[src/rtl/pico_irq_ctrl.sv]
// KCPSM3 interrupt controller: edge-detected sources plus an interval timer,
// behind an 8-port register block with a priority vector and interrupt/ack handshake.
module pico_irq_ctrl #(
  parameter int unsigned N_SRC     = 4,
  parameter logic [7:0]  BASE_ADDR = 8'h10,
  parameter int unsigned TMR_W     = 16
) (
  input  logic             clk,
  input  logic             reset,
  input  logic [7:0]       port_id,
  input  logic             write_strobe,
  input  logic             read_strobe,
  input  logic [7:0]       out_port,
  output logic [7:0]       in_port,
  input  logic [N_SRC-1:0] irq_src,
  output logic             interrupt,
  input  logic             interrupt_ack
);

  localparam int unsigned PW = N_SRC + 1;
  // Timer state is kept 16 bits wide; bits above TMR_W are held at zero.
  localparam logic [15:0] TmrMask = 16'((32'd1 << TMR_W) - 32'd1);

  localparam logic [2:0] OffPend = 3'd0;
  localparam logic [2:0] OffMask = 3'd1;
  localparam logic [2:0] OffVec  = 3'd2;
  localparam logic [2:0] OffCtrl = 3'd3;
  localparam logic [2:0] OffRlo  = 3'd4;
  localparam logic [2:0] OffRhi  = 3'd5;
  localparam logic [2:0] OffClo  = 3'd6;
  localparam logic [2:0] OffChi  = 3'd7;

  logic [PW-1:0]    pend_q, pend_d;
  logic [PW-1:0]    mask_q, mask_d;
  logic             gie_q, gie_d;
  logic             ten_q, ten_d;
  logic             auto_q, auto_d;
  logic [15:0]      reload_q, reload_d;
  logic [15:0]      count_q, count_d;
  logic [N_SRC-1:0] src_q;
  logic [N_SRC-1:0] blk_q, blk_d;
  logic             irq_q, irq_d;

  logic             sel;
  logic [2:0]       offset;
  logic             wr_en;
  logic [PW-1:0]    active;
  logic             vec_valid;
  logic [2:0]       vec_idx;
  logic [N_SRC-1:0] rise;
  logic             tmr_expire;
  logic [PW-1:0]    pend_clr;
  logic [PW-1:0]    ack_clr;
  logic             cnt_load;
  logic             unused_ok;

  assign sel       = (port_id[7:3] == BASE_ADDR[7:3]);
  assign offset    = port_id[2:0];
  assign wr_en     = write_strobe & sel;
  assign unused_ok = read_strobe;

  assign active = pend_q & mask_q;

  // Lowest-numbered active source wins.
  always_comb begin
    vec_valid = |active;
    vec_idx   = 3'd0;
    for (int i = int'(PW) - 1; i >= 0; i--) begin
      if (active[i]) vec_idx = 3'(i);
    end
  end

  // blk_q masks sources that were already high when reset released until they drop.
  assign rise       = irq_src & ~src_q & ~blk_q;
  assign tmr_expire = ten_q && (count_q == 16'd0);
  assign ack_clr    = (interrupt_ack && vec_valid) ? (PW'(1) << vec_idx) : '0;

  always_comb begin
    mask_d   = mask_q;
    gie_d    = gie_q;
    ten_d    = ten_q;
    auto_d   = auto_q;
    reload_d = reload_q;
    count_d  = count_q;
    pend_clr = '0;
    cnt_load = 1'b0;

    if (ten_q) begin
      if (count_q == 16'd0) count_d = reload_q;
      else                  count_d = count_q - 16'd1;
    end
    if (tmr_expire && !auto_q) ten_d = 1'b0;

    // Register writes are applied after the timer so a CTRL write wins over expiry.
    if (wr_en) begin
      case (offset)
        OffPend: pend_clr = out_port[PW-1:0];
        OffMask: mask_d   = out_port[PW-1:0];
        OffCtrl: begin
          gie_d    = out_port[0];
          ten_d    = out_port[1];
          auto_d   = out_port[2];
          cnt_load = out_port[1];
        end
        OffRlo:  reload_d = {reload_q[15:8], out_port} & TmrMask;
        OffRhi: begin
          reload_d = {out_port, reload_q[7:0]} & TmrMask;
          cnt_load = 1'b1;
        end
        default: ;
      endcase
    end
    if (cnt_load) count_d = reload_d;

    // Set events take precedence over W1C and ack clears.
    pend_d = (pend_q & ~pend_clr & ~ack_clr) | {tmr_expire, rise};
    blk_d  = blk_q & irq_src;
    irq_d  = gie_q & (|active);
  end

  always_ff @(posedge clk) begin
    if (reset) begin
      pend_q   <= '0;
      mask_q   <= '0;
      gie_q    <= 1'b0;
      ten_q    <= 1'b0;
      auto_q   <= 1'b0;
      reload_q <= '0;
      count_q  <= '0;
      src_q    <= '0;
      blk_q    <= '1;
      irq_q    <= 1'b0;
    end else begin
      pend_q   <= pend_d;
      mask_q   <= mask_d;
      gie_q    <= gie_d;
      ten_q    <= ten_d;
      auto_q   <= auto_d;
      reload_q <= reload_d;
      count_q  <= count_d;
      src_q    <= irq_src;
      blk_q    <= blk_d;
      irq_q    <= irq_d;
    end
  end

  assign interrupt = irq_q;

  always_comb begin
    in_port = 8'h00;
    if (sel) begin
      unique case (offset)
        OffPend: in_port = 8'(pend_q);
        OffMask: in_port = 8'(mask_q);
        OffVec:  in_port = {vec_valid, 4'b0000, vec_idx};
        OffCtrl: in_port = {5'b00000, auto_q, ten_q, gie_q};
        OffRlo:  in_port = reload_q[7:0];
        OffRhi:  in_port = reload_q[15:8];
        OffClo:  in_port = count_q[7:0];
        OffChi:  in_port = count_q[15:8];
      endcase
    end
  end

endmodule

[config.mk]
export PLATFORM = sky130hd
export DESIGN_NAME = pico_irq_ctrl
export DESIGN_NICKNAME = d
export VERILOG_FILES = /design/src/rtl/pico_irq_ctrl.sv
export SDC_FILE = /design/constraint.sdc
export NUM_CORES = 1
export LEC_CHECK = 0
export ABC_AREA = 1
export CORE_AREA = 5 5 97 99
export DETAILED_ROUTE_END_ITERATION = 10
export DIE_AREA = 0 0 102 104
export GPL_TIMING_DRIVEN = 1
export PLACE_DENSITY = 0.67
export SYNTH_ARGS = -nofsm -noshare
export SYNTH_HDL_FRONTEND = slang
export SYNTH_SLANG_ARGS = --single-unit
[constraint.sdc]
create_clock -name clk -period 3.4 [get_ports clk]
set_input_delay 0.34 -clock clk [delete_from_list [all_inputs] [get_ports clk]]
set_output_delay 0.34 -clock clk [all_outputs]
set_load 0.005 [all_outputs]
Word level (Yosys, flattened, before mapping)
Index checks and enable logic that the tools add are counted.

operators by class
  reduce and logical (&&, ||, !) cells = 10
  mux-type cells = 20
  equal/unequal tests = 8
  shift-type cells = 1
  bitwise logic cells = 13
  add/sub/neg operators = 1

operators with widths
  operator                 count
  $mux W16                 4
  $pmux W8 S8              1
  $pmux W16 S2             1
  $logic_not A16 Y1        1
  $sub A16 B1 Y16 const B  1
  $and A5 B5 Y5            3
  $mux W3                  5
  $mux W5                  3
  $and A4 B4 Y4            3
  $eq A3 B3 Y1 const B     4
  $not A5 Y5               2
  $mux W8                  1
  $not A4 Y4               2
  $eq A3 B2 Y1 const B     2
  $eq A5 B2 Y1 const B     1
  $or A5 B5 Y5             1
  $reduce_or A5 Y1         1
  $shl A1 B3 Y5 const A    1
  $mux W1                  4
  $reduce_and A2 Y1        2
  $eq A3 B1 Y1 const B     1
  $logic_and A1 B1 Y1      3
  $logic_not A3 Y1         1
  $and A1 B1 Y1            2
  3 further kinds          3

storage, ports and cells
  register bits = 54
  word-level logic and storage cells = 63
  output and inout port bits = 9

Depth between registers and ports, before layout
  depth after elaboration = 11
  gate-level depth with buffers = 13
  gate-level depth less buffers = 12

Worst setup path after synthesis
OpenSTA, ideal clock, no wires.

  kind = input to output
  start point = input port_id[0]
  end point = output in_port[1]
  slack = 1.772 ns
  data arrival time = 1.288 ns
  buffers on the path = 2
  required time = 3.060 ns
  cell stages on the path = 7
  path through = buf_4 buf_2 nor3_1 nand3_1 nand3_1 o21ai_0 inv_1

on the way
  cells in the longest elaborated chain, start to end = 3
  elaborated cells between the ends (all ways) = 10
  those cells by class = eq/ne (7); mux (2); reduce/logical (1)

ends and longest elaborated chain
  element                               line  text
  from (decl)                           10    input logic [7:0] port_id,
  $eq A3 B3 Y1 (tied with other cells)  152   unique case (offset)
  $pmux W8 S8 *                         152
  $mux W8 *                             151   if (sel) begin
  to (decl)                             14    output logic [7:0] in_port,

Every way passes the cells marked *; elsewhere a longest branch is shown, timed or not.

Worst setup path after layout
  start point = input port_id[1]
  end point = output in_port[7]

The elaborated chain is that of the path after synthesis.

==> qor_table.md <==
| Group | Metric | Value |
|:---|:---|:---|
| clock network | Max H-tree Level | 2 |
| clock network | Count of hold buffers inserted by post-cts repair | 0 |
| clock network | TritonCTS clock tree | yes |
| placed design | Final GP Congestion | 0.949 |
| timing | Fmax | 325 MHz |
| detailed routing | DR iter-0 viols | 292 |
| detailed routing | Count of TritonRoute iterations in the first routing pass | 5 |
| yosys | Largest cells by area after synthesis | dfxtp_1 29%, nand2_1 20%, nand3_1 11% |
| yosys | Dominant combinational cell family by area after synthesis | simple AND/OR/NAND/NOR gates |
| pwr | Switching Share | 27.6% |
| pwr | Clock network power share | 34.7% |
| pwr | Max IR drop VDD | 0.184 mV |
| pwr | Leakage power of the design | 1.96 nW |
| detailed routing | Total via count in the routed design | 4080 |
| clock network | Clock root buffer | clkbuf_8 |
| detailed routing | Detailed route wirelength on metal3 | 629 um |
| global route | Largest net degree at the start of global routing | 22 |
| placed design | Post-detailed-placement half-perimeter wirelength | 8780 um |
| yosys | Largest area contributor in the netlist | dfxtp_1 |
| run | Reported max-cap violation count | 0 |
| hold path | Hold Path Depth | 2 |
| floorplan | Number of placed I/O pins | 34 |
| floorplan | Chip Height | 104 um |
| yosys | Multiplexer share of the synthesized area | 0% |
| critical path | Worst setup path category | input port to output port |
| critical path | Worst setup EP type | output port |
| yosys | Synthesized-area fraction occupied by ao, oa, aoi and oai cells | 13.1% |
| floorplan | Die area | 0.0106 mm2 |
| clock network | Setup repair bufs after CTS | 0 |
| critical path | Data required time at the worst endpoint | 3.06 ns |
| detailed routing | DR DRC count | 0 |
| layout | Proportion of layout cells with a drive suffix above 1 | 6.49% |
| pwr | Combinational power share | 9.7% |
| clock network | Post-CTS clock slew at the launch and capture registers of the worst setup and hold paths | 0.10 ns |
| layout | Post-layout net count | 673 |
| clock network | TritonCTS sink count | 54 |
| yosys | Xor and xnor area share after synthesis | 0.475% |
| timing | Unrepaired setup endpoints after global routing | false |
| timing | Setup_tns | 0 ns |
| clock network | CTS max path bufs | 2 |
| pwr | Internal power component | 0.840 mW |
| global route | Via count of the first global-routing pass | 3890 |
| timing | Pins over their slew limit | 0 |
| yosys | Share of the synthesized area in the top cell type | 29.3% |
| critical path | Arrival time at the worst endpoint | 2.74 ns |
| layout | Area taken by multi-input logic gates | 0.00217 mm2 |
| pwr | Cell Pwr Density | 278 mW/mm2 |
| global route | Global-route wire length before repair | 18700 um |
| yosys | Yosys warns | 0 |
| detailed routing | Number of nets with antenna violations after routing | 0 |
| detailed routing | Overall routed net length | 11300 um |
| yosys | Cell with the most instances after synthesis | nand2_1 |
| hold path | Worst min-delay path class | flop to flop |
| detailed routing | Met2 routed wirelength | 5490 um |
| layout | Register cell area after layout | 0.00108 mm2 |
| detailed routing | Wl on met1 | 4980 um |
| timing | Min cycle time layout | 3.08 ns |
| timing | Worst slew margin relative to its limit | 52.1% |
| yosys | Seq cells post-synth | 54 |
| yosys | Most common flop cell mapped by yosys | dfxtp_1 |
| pwr | Sequential share of power | 55.6% |
| floorplan | Core outline area | 0.00847 mm2 |
| critical path | Logic depth of the worst register-to-register path | 12 |
| global route | Total global routing overflow | 0 |
| clock network | Post-CTS resize count | 0 |
| yosys | Post-synth EDFFs | 0 |
| detailed routing | Routed via count divided by cell count | 5.40 |
| pwr | Net switching power | 0.320 mW |
| clock network | Number of buffers inserted during clock tree synthesis | 5 |
| timing | Number of hold-slack violations in the final timing report | 0 |
| timing | Post-route worst hold slack | 0.463 ns |
| clock network | Worst-Skew Late Latency | 0.32 ns |
| critical path | Crit Path Max Fanout | 9 |
| yosys | Commonest cells in the netlist | 194 x nand2_1, 80 x nand3_1, 79 x inv_1, 54 x dfxtp_1, 54 x nor2_1 |
| timing | Final period util | 90.6% |
| critical path | Crit path launch type | input port |
| yosys | Synthesized instance count | 618 |
| layout | Layout fillers | 942 |
| yosys | Post-synth design cell area | 0.00369 mm2 |
| yosys | Synthesized area divided by synthesized cell count | 5.97 um2 |
| floorplan | Std cell rows | 34 |
| detailed routing | Routed length per placed instance | 15.0 um |
| global route | Number of antenna violations at the first check in global routing | 0 |
| layout | Total inserted antenna cells | 0 |
| placed design | Count of input and output buffers | 32 |
| yosys | Register area share after synthesis | 29.3% |
| floorplan | Initial core utilization | 43.6% |
| yosys | Post-Synth Simple-Gate Area | 44.6% |
| global route | All-Layer GR Usage | 21.9% |
| yosys | Number of distinct library cell variants in the gate-level netlist after synthesis | 30 |
| layout | Area delta synth->final | 13.0% |
| floorplan | Die extent in x | 102 um |
| detailed routing | DR top layer | met4 |
| timing | Transition time at the pin with the least slew margin | 0.716 ns |
| yosys | Fraction of synthesis flops using an asynchronous set or reset pin | 0% |
| outcome | Run status | complete, no violations |
| timing | Fin Clk Skew | 0.00955 ns |
| yosys | Arithmetic-cell share of the synthesized area counting full adders, half adders and majority gates | 0.678% |
| timing | Final number of setup-violating endpoints | 0 |
| yosys | Number of nets in the synthesized netlist | 645 |
==> critical path: stages <==
cell,delay [ns]
clkdlybuf4s50_1,0.80
inv_4,0.12
nor3_1,0.40
o31ai_1,0.24
a41oi_1,0.28
clkdlybuf4s50_1,0.55
==> power groups by stage <==
stage	sequential (mW)	clock (mW)	combinational, mW
finish	0.646	0.402	0.113
global route	0.647	0.439	0.124
CTS	0.646	0.416	0.112
detailed placement	0.660	0	0.112
global placement	0.660	0	0.111
floorplan	0.659	0	0.0639
==> routing by layer <==
metal / vias up / GRT usage, %
met5: - / 0
met4: 0 / 6.28
met3: 20 / 2.62
met2: 152 / 36.7
met1: 1856 / 29.1
li1: 2052 / -
==> cell usage in the layout, fill, tap and decap left out, types with 6 or more instances in the layout <==
cell type,n
a21oi_1,40
clkdlybuf4s50_1,32
dfxtp_1,54
inv_1,79
nand2_1,194
nand2_2,7
nand3_1,80
nand4_1,15
nor2_1,54
nor2_2,8
o211ai_1,6
o21ai_0,28
==> cell families after synthesis <==
group	after synthesis
and+or+nand+nor	370
buffers and inverters	103
AOI/OAI and AO/OA	87
DFF	54
xor gates and xnor gates	2
adders and majority gates	2
==> stage by stage <==
step                      cells  util [%]  instance area, um2  power, mW  worst slack [ns]
after global routing        755      49.3                4170       1.21             0.142
after CTS                   755      49.3                4170       1.17             0.390
after detailed placement    747      48.1                4070      0.772             0.406
after floorplan             618         -                3690      0.723              1.77
final                       755      49.3                4170       1.16             0.320
after global placement      747      48.1                4070      0.770             0.413
==> sequential cells by signal, summed over array words and instances (netlist names) <==
register	count
ten_q	1
src_q	4
pend_q	5
gie_q	1
interrupt	1
mask_q	5
auto_q	1
blk_q	4
count_q	16
reload_q	16
==> final cells by class <==
type	count	share of cell area (%)
clock buffers	5	1.65
repair buffers	37	8.58
well taps	108	3.24
clock inverters	3	0.690
flip-flops and latches	54	25.9
inverters	87	7.89
multi-input cells	461	52.0
==> path summary, 6_finish.rpt <==
kind,from,endpoint,slack (ns)
max,port_id[1],in_port[7],0.32
min,blk_q[0],blk_q[0],0.46
max reg2reg,count_q[0],count_q[5],1.59
min reg2reg,blk_q[0],blk_q[0],0.46
Note: power is estimated with default switching activity, not from simulation.
